### config.mk
export PLATFORM = sky130hd
export DESIGN_NAME = dma_engine
export DESIGN_NICKNAME = d
export VERILOG_FILES = /design/src/rtl/dma_engine.sv
export SDC_FILE = /design/constraint.sdc
export NUM_CORES = 1
export LEC_CHECK = 0
export ABC_AREA = 1
export ABC_CLOCK_PERIOD_IN_PS = 2800
export CORE_ASPECT_RATIO = 1.75
export CORE_MARGIN = 2
export CORE_UTILIZATION = 50
export CTS_CLUSTER_SIZE = 25
export DETAILED_ROUTE_END_ITERATION = 16
export PLACE_DENSITY = 0.81
export REMOVE_ABC_BUFFERS = 1
export SKIP_LAST_GASP = 1
export SYNTH_ARGS = -nofsm -noshare
export SYNTH_HDL_FRONTEND = slang
export SYNTH_SLANG_ARGS = --single-unit
export TNS_END_PERCENT = 5
### constraint.sdc
create_clock -name clk -period 2.8 [get_ports clk]
set_input_delay 0.56 -clock clk [delete_from_list [all_inputs] [get_ports clk]]
set_output_delay 0.56 -clock clk [all_outputs]
set_load 0.05 [all_outputs]
### src/rtl/dma_engine.sv
// Multi-channel byte-copy DMA: halts the CPU, owns the memory bus and copies
// len bytes per channel from src_base to a fixed or incrementing destination.
module dma_engine #(
   parameter int CH         = 2,
   parameter int LEN_W      = 9,
   parameter int HALT_DELAY = 5,
   parameter int READ_LAT   = 2
) (
   input  logic                clk,
   input  logic                rst,
   input  logic [CH-1:0]       start,
   input  logic                abort,
   input  logic [CH*16-1:0]    src_base,
   input  logic [CH*16-1:0]    dst_addr,
   input  logic [CH-1:0]       dst_inc,
   input  logic [CH*LEN_W-1:0] len,
   output logic [15:0]         mem_addr,
   output logic [7:0]          mem_data_out,
   input  logic [7:0]          mem_data_in,
   output logic                mem_read_en,
   output logic                mem_write_en,
   output logic                halt,
   output logic [CH-1:0]       busy,
   output logic [CH-1:0]       done
);
   // state     | meaning
   // IDLE      | bus released or between channels; grants lowest pending channel
   // HALT_WAIT | halt is high, CPU parking for HALT_DELAY cycles
   // RD        | read strobe at src_base + idx
   // RWAIT     | read latency; mem_data_in captured on the last edge
   // WR        | write strobe at dst; advances idx and finishes the channel at len
   typedef enum logic [2:0] {
      S_IDLE,
      S_HALT_WAIT,
      S_RD,
      S_RWAIT,
      S_WR
   } state_t;

   localparam int CH_W    = (CH > 1) ? $clog2(CH) : 1;
   localparam int CNT_MAX = (HALT_DELAY > READ_LAT) ? HALT_DELAY : READ_LAT;
   localparam int CNT_W   = $clog2(CNT_MAX + 1);

   state_t             state_q, state_d;
   logic [CH-1:0]      pending_q, pending_d;
   logic [CH-1:0]      active_q, active_d;
   logic [CH-1:0]      done_q, done_d;
   logic               halt_q, halt_d;
   logic [CH_W-1:0]    ch_q, ch_d;
   logic [LEN_W-1:0]   idx_q, idx_d;
   logic [LEN_W-1:0]   len_q, len_d;
   logic [15:0]        src_q, src_d;
   logic [15:0]        dst_q, dst_d;
   logic               inc_q, inc_d;
   logic [7:0]         data_q, data_d;
   logic [CNT_W-1:0]   cnt_q, cnt_d;
   logic [15:0]        addr_q;

   logic [CH_W-1:0]    gnt_ch;
   logic [LEN_W-1:0]   gnt_len;
   logic [LEN_W-1:0]   idx_inc;

   always_comb begin
      gnt_ch = '0;
      for (int i = CH - 1; i >= 0; i--) begin
         if (pending_q[i]) gnt_ch = CH_W'(i);
      end
   end

   assign gnt_len = len[gnt_ch*LEN_W +: LEN_W];
   assign idx_inc = idx_q + 1'b1;

   always_comb begin
      state_d   = state_q;
      pending_d = pending_q | (start & ~(pending_q | active_q));
      active_d  = active_q;
      done_d    = '0;
      halt_d    = halt_q;
      ch_d      = ch_q;
      idx_d     = idx_q;
      len_d     = len_q;
      src_d     = src_q;
      dst_d     = dst_q;
      inc_d     = inc_q;
      data_d    = data_q;
      cnt_d     = cnt_q;

      case (state_q)
         S_IDLE: begin
            if (|pending_q) begin
               pending_d[gnt_ch] = 1'b0;
               ch_d  = gnt_ch;
               idx_d = '0;
               len_d = gnt_len;
               src_d = src_base[gnt_ch*16 +: 16];
               dst_d = dst_addr[gnt_ch*16 +: 16];
               inc_d = dst_inc[gnt_ch];
               if (gnt_len == '0) begin
                  // Empty transfer: complete at once, never raise halt for it.
                  done_d[gnt_ch] = 1'b1;
                  halt_d = halt_q & (|pending_d);
               end else begin
                  active_d[gnt_ch] = 1'b1;
                  halt_d = 1'b1;
                  if (halt_q) begin
                     state_d = S_RD;
                  end else begin
                     state_d = S_HALT_WAIT;
                     cnt_d   = CNT_W'(HALT_DELAY - 1);
                  end
               end
            end
         end
         S_HALT_WAIT: begin
            if (cnt_q == '0) state_d = S_RD;
            else             cnt_d   = cnt_q - 1'b1;
         end
         S_RD: begin
            state_d = S_RWAIT;
            cnt_d   = CNT_W'(READ_LAT - 1);
         end
         S_RWAIT: begin
            if (cnt_q == '0) begin
               data_d  = mem_data_in;
               state_d = S_WR;
            end else begin
               cnt_d = cnt_q - 1'b1;
            end
         end
         S_WR: begin
            idx_d = idx_inc;
            if (inc_q) dst_d = dst_q + 16'd1;
            if (idx_inc == len_q) begin
               done_d[ch_q] = 1'b1;
               active_d     = '0;
               halt_d       = |pending_d;
               state_d      = S_IDLE;
            end else begin
               state_d = S_RD;
            end
         end
         default: state_d = S_IDLE;
      endcase

      if (abort) begin
         state_d   = S_IDLE;
         pending_d = '0;
         active_d  = '0;
         done_d    = '0;
         halt_d    = 1'b0;
      end
   end

   always_ff @(posedge clk or negedge rst) begin
      if (!rst) begin
         state_q   <= S_IDLE;
         pending_q <= '0;
         active_q  <= '0;
         done_q    <= '0;
         halt_q    <= 1'b0;
         ch_q      <= '0;
         idx_q     <= '0;
         len_q     <= '0;
         src_q     <= '0;
         dst_q     <= '0;
         inc_q     <= 1'b0;
         data_q    <= '0;
         cnt_q     <= '0;
         addr_q    <= '0;
      end else begin
         state_q   <= state_d;
         pending_q <= pending_d;
         active_q  <= active_d;
         done_q    <= done_d;
         halt_q    <= halt_d;
         ch_q      <= ch_d;
         idx_q     <= idx_d;
         len_q     <= len_d;
         src_q     <= src_d;
         dst_q     <= dst_d;
         inc_q     <= inc_d;
         data_q    <= data_d;
         cnt_q     <= cnt_d;
         addr_q    <= mem_addr;
      end
   end

   // Address holds its last bus value outside RD/WR.
   always_comb begin
      mem_addr = addr_q;
      if (state_q == S_RD)      mem_addr = src_q + 16'(idx_q);
      else if (state_q == S_WR) mem_addr = dst_q;
   end

   assign mem_read_en  = (state_q == S_RD) && !abort;
   assign mem_write_en = (state_q == S_WR) && !abort;
   assign mem_data_out = data_q;
   assign halt         = halt_q;
   assign busy         = pending_q | active_q;
   assign done         = done_q;

endmodule

* After elaboration in Yosys (flattened, before gate mapping)
Cells that the tools add are included.
** Storage, ports and cells
- Register bits after elaboration :: 89
- Output and inout port bits :: 31
** Cells by class
- Add/subtract/negate cells :: 4
- Multipliers :: 1
- Order comparisons :: 4
- Equality and inequality tests :: 15
- Shifts and indexed selects :: 3
- Muxes and demuxes :: 46
- Bitwise operators :: 8
- Reduce and logical (&&, ||, !) cells :: 23
** Operators by type and width (count)
- 16-bit 2-to-1 mux :: 4
- 32-bit by 6-bit variable part select with 16-bit output :: 2
- 16-bit case mux with 2 select lines :: 1
- 3-bit 2-to-1 mux :: 9
- 2-bit 2-to-1 mux :: 13
- 9-bit case mux with 2 select lines :: 1
- 18-bit by 6-bit variable part select with 9-bit output :: 1
- 16-bit by 1-bit adder with 16-bit output, second input constant :: 1
- 16-bit by 9-bit adder with 16-bit output :: 1
- 3-bit inequality test, second input constant :: 5
- 3-bit case mux with 5 select lines :: 1
- 1-bit 2-to-1 mux :: 10
- 2-bit inequality test, second input constant :: 5
- 9-bit by 1-bit adder with 9-bit output, second input constant :: 1
- 9-bit == test :: 1
- 9-bit logical NOT :: 1
- 9-bit 2-to-1 mux :: 1
- 3-bit case mux with 3 select lines :: 1
- 2-bit case mux with 2 select lines :: 2
- 4-bit AND reduction :: 2
- 2-bit OR reduction :: 4
- 3-bit by 2-bit == test with 1-bit output, second input constant :: 2
- 3-bit logical NOT :: 2
- 2-bit OR :: 3
- other kinds (18) :: 30

* Logic depth before layout (Yosys ltp)
- Depth in word-level cells :: 14
- Mapped depth :: 15
- Gate-level depth less buffers :: 15

* Worst setup path after synthesis
Ideal clock, no wire load.
- Path kind :: register to output
- From :: reg idx_q[5]
- To :: out mem_addr[8]
- Arrival time :: 2.673 ns
- Setup slack :: -0.433 ns
- Stages on the path, launching flop included :: 11
- Path buffers :: 0
- Path through :: dfrtp_1 ha_1 a21oi_1 o21ai_0 a21oi_1 nor2_1 o21ai_0 nand2_1 nand2_1 nand2_1 o21ai_0
** On the way
- Longest elaborated chain between the ends :: 2
** RTL lines
- start: declaration :: line 50 : logic [LEN_W-1:0] idx_q, idx_d;
- start signal: assignment :: line 177 : idx_q <= idx_d;
- 16-bit by 9-bit adder with 16-bit output :: line 191 : if (state_q == S_RD) mem_addr = src_q + 16'(idx_q);
- 16-bit 2-to-1 mux :: line 191
- end: declaration :: line 17 : output logic [15:0] mem_addr,
Every way passes these cells.

* Worst setup path in the final report
- From :: reg idx_q[3]
- To :: out mem_addr[8]
The elaborated chain is that of the path after synthesis.

==> flow_summary.toml <==
[synth]
netlist_instances = 746
synth-edff-count = 0
yosysUniqueCellTypes = 43
yosys_register_bits = 89
synthArstFlopShare_pct = 100.0
seq_area_frac_synth_pct = 40.48
synth_top_area_cell = "dfrtp_1"
synth_area_mm2 = 0.005502
yosysWarningCount = 0
synth.area.top_cells = "dfrtp_1 (40%), nand2_1 (12%), o21ai_0 (6.1%), nor2_1 (5.8%), inv_1 (4.6%)"
post-synth-top-count-cell = "nand2_1"
synth_top_area_share_pct = 40.48
syn_avg_cell_area_um2 = 7.375
synth_ff_type = "dfrtp_1"
ys_top_cells_by_count = "nand2_1 (177), dfrtp_1 (89), nor2_1 (85), inv_1 (67), o21ai_0 (67)"

[sta]
hold_viol = 0
max_freq_ghz = 0.3515
setup_slack_ns = -0.04504
rsz0062_at_grt = "true"
drv_slew = 0
fin_skew_ns = 0.007046
period_share_pct = 101.6
period_minus_slack_ns = 2.845
setup_violations = 6
worst_slew_pin_slew_ns = 0.5264
maxSlewHeadroom_pct = 64.80

[clock_tree]
clock_tree.buffer_depth = 2
insertion_delay_ns = 0.35
root_buffer = "clkbuf_16"
cts_tree = "built"
clock-sinks = 89
clk_pin_slew_ns = 0.06
cts_buffers = 9
hold_buffers = 0
h-tree-depth = 3

[placed_design]
io_buffers = 127
pre_cts_ws_ns = 0.03412
hpwl_um = 12040
place_congestion = 0.8982

[critical_path]
crit_arrival_ns = 2.29
crit_path_end_kind = "output pin"
start_kind = "flop"
crit_path_max_fanout = 4
crit_required_ns = 2.24
crit_type = "flop to output pin"

[global_route]
grt_pass1_vias = 5759
grtUsageTotal_pct = 27.49
grt_overflow = 0
grt_max_degree = 55
antenna_found_initial = 0
grt_pass1_wl_um = 26430

[floorplan]
coreArea_mm2 = 0.01070
die_h_um = 142.8
die_w_um = 83.30
start_util_pct = 51.43
ios = 128
die_area_mm2 = 0.01189
num_rows = 50

[layout]
diodes = 0
drive_above_1_share_pct = 16.78
finalCoreUtilization_pct = 72.20
syn_to_final_growth_pct = 40.39
final_nets = 1000

[outcome]
violations = "setup timing"
status = "complete, but fails checks"

[hold_path]
min_path_type = "input pin to asynchronous set/reset pin"

[drt]
viasPerCell = 5.712
drc = 0
wirelength_um = 16810
ant_nets = 0
num_vias = 5849
routedWlPerCell_um = 16.41
drt_first_pass_iters = 6
drtIter0Drc = 473

[pwr]
p_leak_nw = 3.451
peakVddDrop_uv = 753.7
p_per_area_mw_per_mm2 = 1015

[flow_run]
max_cap_violations = 0
what timing repair did:
action,in CTS,in global routing
gates resized for setup,24,35
buffers inserted,7,7
pin swaps,4,9
setup endpoints to repair,13,14
cells by family after synthesis:
kind of cell,after synthesis,share of synthesized area (%)
AO/OA/AOI/OAI,171,17.69
XOR/XNOR,7,1.114
adder cells (fa/ha/maj),14,3.321
buffers and inverters,103,7.573
flip-flops,89,40.48
multiplexers,8,1.638
AND/OR/NAND/NOR,354,28.18
report_power, final:
| part | leakage, nW | internal (mW) | switching, mW |
|---|---|---|---|
| clock | 0.159 | 0.805 | 0.499 |
| sequential | 1.10 | 1.83 | 0.409 |
| combinational | 2.19 | 1.60 | 2.70 |
cell usage in the layout, fill, tap and decap left out, drive strengths merged, types with 2 or more instances in the layout:
cell	n
o211ai	7
bufinv	2
clkbuf	11
buf	52
o22ai	14
o21bai	2
or2	3
o21ai	81
xor2	7
nand3b	2
ha	13
a31oi	4
nor3	11
nand4	8
inv	75
nand2	185
nor2	95
dfrtp	89
a211oi	2
clkinv	3
o31ai	18
clkdlybuf4s50	108
mux2	8
a21oi	40
nand3	47
cell type report:
cell class,count,area (um2)
Sequential cell,89,2231
Inverter,75,284.0
Fill cell,789,2974
Clock inverter,5,78.83
Multi-Input combinational cell,554,3080
Tap cell,130,162.7
Timing Repair Buffer,160,1644
Clock buffer,11,242.7
metrics by stage:
| step | setup TNS (ns) | cells | instance area, um2 | power, mW | hold WS, ns |
|---|---|---|---|---|---|
| 5_1_grt | -1.162 | 1024 | 7724 | 8.283 | 0.2203 |
| 2_1_floorplan | -1.862 | 718 | 5366 | 4.718 | 0.2644 |
| 4_1_cts | -0.3069 | 1017 | 7502 | 7.622 | 0.1932 |
| 3_3_place_gp | 0 | 994 | 7033 | 6.090 | 0.4559 |
| 3_5_place_dp | 0 | 994 | 7033 | 6.214 | 0.4774 |
| 6_report | -0.1430 | 1024 | 7724 | 7.838 | 0.1816 |
critical path, stage by stage, from the launching register on:
cell and delay [ns]:
dfrtp_2 0.45, ha_4 0.28, a21oi_2 0.21, o21ai_2 0.09, a21oi_2 0.15, nor2_1 0.07
o21ai_0 0.14, nand2_1 0.08, nand2_1 0.06, nand2_1 0.06, o21ai_2 0.17, buf_6 0.18
worst paths after layout:
kind,startpoint,endpoint,slack [ns],depth (start not counted)
max in group asynchronous,rst,idx_q[1],1.94,2
min,rst,cnt_q[1],0.18,1
max reg2reg,state_q[0],dst_q[7],0.54,10
min in group clk,inc_q,inc_q,0.49,2
min reg2reg,inc_q,inc_q,0.49,2
max,idx_q[3],mem_addr[8],-0.05,11
routing by layer:
layer  GRT usage [%]  part of all wire [%]
met4           13.11                   4.5
met3           4.220                   5.5
met2           53.48                    55
met5               0                     0
met1           28.25                    35
sequential cells by signal (all words and copies together) (netlist names):
register      cells
inc_q             1
addr_q           16
len_q             9
idx_q             9
ch_q              1
pending_q         2
state_q           3
active_q          2
halt              1
src_q            16
dst_q            16
cnt_q             3
done              2
mem_data_out      8
Power figures use the tool's default switching activity.
